===== config.mk =====
export PLATFORM = sky130hd
export DESIGN_NAME = uart_rx_oversampled
export DESIGN_NICKNAME = d
export VERILOG_FILES = /design/src/rtl/uart_rx_oversampled.sv
export SDC_FILE = /design/constraint.sdc
export NUM_CORES = 1
export LEC_CHECK = 0
export BUFFER_PORTS_ARGS = -buffer_cell sky130_fd_sc_hd__buf_4
export CORE_MARGIN = 2
export CORE_UTILIZATION = 30
export DETAILED_ROUTE_END_ITERATION = 16
export GPL_TIMING_DRIVEN = 0
export RECOVER_POWER = 50
export SLEW_MARGIN = 0
export SYNTH_ARGS = -nofsm -noshare
export SYNTH_HDL_FRONTEND = slang
export SYNTH_SLANG_ARGS = --single-unit

===== constraint.sdc =====
create_clock -name clk -period 3.92 [get_ports clk]
set_input_delay 0.784 -clock clk [delete_from_list [all_inputs] [get_ports clk]]
set_output_delay 0.784 -clock clk [all_outputs]
set_load 0.05 [all_outputs]

===== src/rtl/uart_rx_oversampled.sv =====
// 8N1 serial receiver with 16x oversampling and mid-bit sampling.
// Emits one-cycle rx_done / frame_err strobes and waits out held-low break conditions.
//
// state     | meaning
// IDLE      | line idle, waiting for a falling edge on rx_s
// START     | counting to the middle of the start bit; high there means a glitch
// DATA      | sampling DBIT data bits, LSB first, at mid-bit
// STOP      | sampling the stop bit at SB_TICK-1
// WAIT_HIGH | stop bit was low; hold until the line returns high (break)
module uart_rx_oversampled #(
  parameter int TICK_DIV = 163,
  parameter int DBIT     = 8,
  parameter int SB_TICK  = 16
) (
  input  logic       clk,
  input  logic       reset,
  input  logic       rx,
  output logic [7:0] d_out,
  output logic       rx_done,
  output logic       frame_err,
  output logic       busy
);

  localparam int TW = (TICK_DIV > 1) ? $clog2(TICK_DIV) : 1;
  localparam logic [TW-1:0] TICK_LAST = TW'(TICK_DIV - 1);
  localparam logic [2:0]    N_LAST    = 3'(DBIT - 1);
  localparam logic [3:0]    SB_LAST   = 4'(SB_TICK - 1);

  typedef enum logic [2:0] {
    IDLE      = 3'd0,
    START     = 3'd1,
    DATA      = 3'd2,
    STOP      = 3'd3,
    WAIT_HIGH = 3'd4
  } state_t;

  state_t        state, state_n;
  logic          rx_q1, rx_s;
  logic [TW-1:0] tick_cnt;
  logic          s_tick, tick_clr;
  logic [3:0]    s_cnt, s_cnt_n;
  logic [2:0]    n, n_n;
  logic [7:0]    b, b_n;
  logic [7:0]    d_out_n;
  logic          rx_done_n, frame_err_n;

  always_ff @(posedge clk) begin
    if (reset) begin
      rx_q1 <= 1'b1;
      rx_s  <= 1'b1;
    end else begin
      rx_q1 <= rx;
      rx_s  <= rx_q1;
    end
  end

  assign s_tick = (tick_cnt == TICK_LAST);

  // Clearing on the start edge puts the 8th tick in the middle of the start bit.
  always_ff @(posedge clk) begin
    if (reset)                  tick_cnt <= '0;
    else if (tick_clr || s_tick) tick_cnt <= '0;
    else                        tick_cnt <= tick_cnt + TW'(1);
  end

  always_ff @(posedge clk) begin
    if (reset) begin
      state     <= IDLE;
      s_cnt     <= 4'd0;
      n         <= 3'd0;
      b         <= 8'h00;
      d_out     <= 8'h00;
      rx_done   <= 1'b0;
      frame_err <= 1'b0;
    end else begin
      state     <= state_n;
      s_cnt     <= s_cnt_n;
      n         <= n_n;
      b         <= b_n;
      d_out     <= d_out_n;
      rx_done   <= rx_done_n;
      frame_err <= frame_err_n;
    end
  end

  always_comb begin
    state_n     = state;
    s_cnt_n     = s_cnt;
    n_n         = n;
    b_n         = b;
    d_out_n     = d_out;
    rx_done_n   = 1'b0;
    frame_err_n = 1'b0;
    tick_clr    = 1'b0;
    case (state)
      IDLE: begin
        if (!rx_s) begin
          state_n  = START;
          s_cnt_n  = 4'd0;
          tick_clr = 1'b1;
        end
      end
      START: begin
        if (s_tick) begin
          if (s_cnt == 4'd7) begin
            if (!rx_s) begin
              state_n = DATA;
              s_cnt_n = 4'd0;
              n_n     = 3'd0;
            end else begin
              state_n = IDLE;
            end
          end else begin
            s_cnt_n = s_cnt + 4'd1;
          end
        end
      end
      DATA: begin
        if (s_tick) begin
          if (s_cnt == 4'd15) begin
            b_n     = {rx_s, b[7:1]};
            s_cnt_n = 4'd0;
            if (n == N_LAST) state_n = STOP;
            else             n_n     = n + 3'd1;
          end else begin
            s_cnt_n = s_cnt + 4'd1;
          end
        end
      end
      STOP: begin
        if (s_tick) begin
          if (s_cnt == SB_LAST) begin
            if (rx_s) begin
              d_out_n   = b;
              rx_done_n = 1'b1;
              state_n   = IDLE;
            end else begin
              frame_err_n = 1'b1;
              state_n     = WAIT_HIGH;
            end
          end else begin
            s_cnt_n = s_cnt + 4'd1;
          end
        end
      end
      WAIT_HIGH: begin
        if (rx_s) state_n = IDLE;
      end
      default: state_n = IDLE;
    endcase
  end

  assign busy = (state != IDLE);

endmodule


==> results.toml <==
[global_route]
overflow = 0
grtUsageMet2 = 0.1918
grt_max_degree = 12
globalRouteTotalUtil = 0.1217
antenna_found_initial = 0
met1_usage = 0.1586
use_met3 = 0.03111
grt.busiest_layer = "met2"
grt_pass1_vias = 1350
grt_pass1_wl_mm = 6.341

[sta]
fmax_ghz = 0.4235
setup_viol = 0
tightest_slew_ps = 1097
finalClockSkew_ps = 6.909
setup_tns_ps = 0
post-route-period-util = 0.6024
relSlewSlack = 0.2617
finalWorstSetupSlack_ps = 1559
final.min_clock_period_ps = 2361
slew_viol_final = 0
rsz0062_at_grt = "no"
final_hold_viol_count = 0

[route]
drtPass1Iterations = 4
vias_per_cell = 4.993
antenna_left = 0
num_vias = 1438
drc = 0
wl_per_cell_um = 12.77
routed_wl_mm = 3.677
drtIter0Drc = 72

[clock_network]
clk_latency_ps = 290
clock_path_buffers = 2
holdBufCountCts = 0
cts-root-buf = "clkbuf_8"
clock_sinks = 38
post_cts_resized = 0
cts.htree.levels = 2
clk_pin_slew_worst_paths_ps = 70
cts_tree = "yes"
post_cts_buffers = 0
numCtsBuffers = 5

[critical_path]
required_ps = 4100
worst_setup_path_end_kind = "flip-flop"
reg2reg_depth = 6
r2r_end = "state[0]$_SDFFE_PP0P_"
r2r_slack_ps = 1560
max_stage_delay_ps = 1020
critical_path_class = "flip-flop to flip-flop"
path_max_fanout = 7
critPathLaunchType = "flip-flop"
regToRegStartpoint = "tick_cnt[0]$_SDFF_PP0_"
path_cells = "inv_1 > ha_1 > nand4b_1 > nor4_1 > nand2_1 > and3b_1"
arrival_ps = 2540
crit_slowest_cell = "nor4_1"

[synthesis]
yosysTopAreaCell = "dfxtp_1"
yosysUniqueCellTypes = 46
synthTopCellsByCount = "38 x dfxtp_1, 23 x nor2_1, 15 x nand2_1, 14 x inv_1, 11 x a31o_2"
yosysSeqAreaShare = 0.4234
ys_top_cells_by_area = "dfxtp_1 42%, a31o_2 5.4%, mux2i_1 5.0%"
synth-edff-count = 0
yosys.cell_count.top_type = "dfxtp_1"
syn_inst = 193
ys_warn_count = 0
async_flop_share = 0
yosys_most_used_dff = "dfxtp_1"
avgSynthCellArea_um2 = 9.309
syn_area_mm2 = 0.001797
synthesis.nets = 201
ys_seq_elements = 38
yosys.area.top_type_share = 0.4234

[placed_design]
hpwl_mm = 2.549
post-place-ws_ps = 1548
port_buffers = 13
place.gp.congestion = 0.8355

[floorplanning]
die_h_um = 81.39
die_area_mm2 = 0.006624
fp-row-count = 28
start_util = 0.3071
core_mm2 = 0.005851
die_w_um = 81.39
ios = 14

[outcome]
status = "finished, final reports clean"

[finish]
finalNetCount = 221
diodes = 0
seqCellArea_um2 = 760.7
syn2layout_area_growth_pct = 13.65
drive_gt1_frac = 0.1596
n_fill_cell = 611
multi_input_area_um2 = 904.6
final_util = 0.3490

[power]
internal_power_w = 0.0006054
p_clk_frac = 0.438
swShare = 0.2044
powerDensity_mw_per_mm2 = 372.7
switching_power_w = 0.0001555
p_leak_nw = 0.7241
ir_drop_uv = 193.8
seqPwrFrac = 0.517
power_frac_comb = 0.045

[hold_path]
min_path_type = "flip-flop to flip-flop"
min_to = "rx_s$_SDFF_PP1_"
hold_path_startpoint = "rx_q1$_SDFF_PP1_"
min_path_cells = 1

[job]
drv_cap = 0
[stage by stage]
step | std cells | total power (W) | area [µm²] | hold slack, ps
finish | 288 | 0.0007609 | 2042 | 417.0
global route | 288 | 0.0007919 | 2042 | 429.4
CTS | 288 | 0.0007713 | 2101 | 422.7
detailed placement | 281 | 0.0004381 | 1988 | 402.5
global placement | 281 | 0.0004376 | 1988 | 393.7
floorplan | 193 | 0.0004275 | 1797 | 389.5
[kinds of logic after synthesis]
kind of cell	synth area share
compound gates	0.1929
xor+xnor	0.03412
fa+ha+maj	0.03482
buf+inv	0.06128
flops	0.4234
mux	0.05014
simple gates	0.2033
[sequential cells by signal, summed over array words and instances (netlist names)]
| register | flops |
|---|---|
| b | 8 |
| d_out | 8 |
| tick_cnt | 8 |
| s_cnt | 4 |
| n | 3 |
| state | 3 |
| frame_err | 1 |
| rx_done | 1 |
| rx_q1 | 1 |
| rx_s | 1 |
[layout by cell type (no fill, tap or decap), types with 2 or more instances in the layout]
master      n
a21oi_1     7
mux2i_1     9
or3b_2      2
xnor2_1     4
dfxtp_1    38
nor2_1     23
nand2_1    15
ha_1        5
a31o_2     11
nor3b_1     2
clkbuf_1   17
buf_2       4
nor3_1      4
xor2_1      3
a2111oi_0   2
a311oi_1    8
inv_1      14
clkbuf_8    6
or2_2       2
buf_4       2
nor4b_1     2
o21ai_0     3
nand3_1     3
[critical path, delay by kind of cell, from the launching register on]
family	cells	cell delay, ps
AND/OR/NAND/NOR	4	1720
flip-flops	1	330
adder cells (fa/ha/maj)	1	140
buffers and inverters	1	60
[power groups by stage]
stage               Sequential [W]  Clock, W  Combinational [W]
floorplan                 0.000401         0          0.0000262
global placement          0.000402         0          0.0000354
detailed placement        0.000402         0          0.0000357
CTS                       0.000393  0.000342          0.0000358
global route              0.000394  0.000360          0.0000382
finish                    0.000393  0.000334          0.0000340
[metal layers]
layer,vias to the layer above,part of all wire
met5,-,0
met4,0,0.013
met3,6,0.041
met2,29,0.46
met1,677,0.49
li1,726,-
[how the worst max path moves through the flow]
stage,start,to,cells past startpoint
after floorplan,n[0]$_SDFFE_PP0P_,n[0]$_SDFFE_PP0P_,6
after global placement,reset,frame_err$_SDFF_PP0_,5
after detailed placement,reset,frame_err$_SDFF_PP0_,5
after CTS,tick_cnt[0]$_SDFF_PP0_,d_out[5]$_SDFFE_PP0P_,7
after global routing,tick_cnt[0]$_SDFF_PP0_,state[0]$_SDFFE_PP0P_,6
final,tick_cnt[0]$_SDFF_PP0_,state[0]$_SDFFE_PP0P_,6
[layout make-up]
cell class              count  share of cell area
inverters                  14             0.02574
repair buffers             13             0.02941
flip-flops and latches     38              0.3725
plain buffers              12             0.02819
well taps                  75             0.04596
clock inverters             1             0.01471
multi-input cells         129              0.4430
clock buffers               6             0.04044
Power figures use the tool's default switching activity.
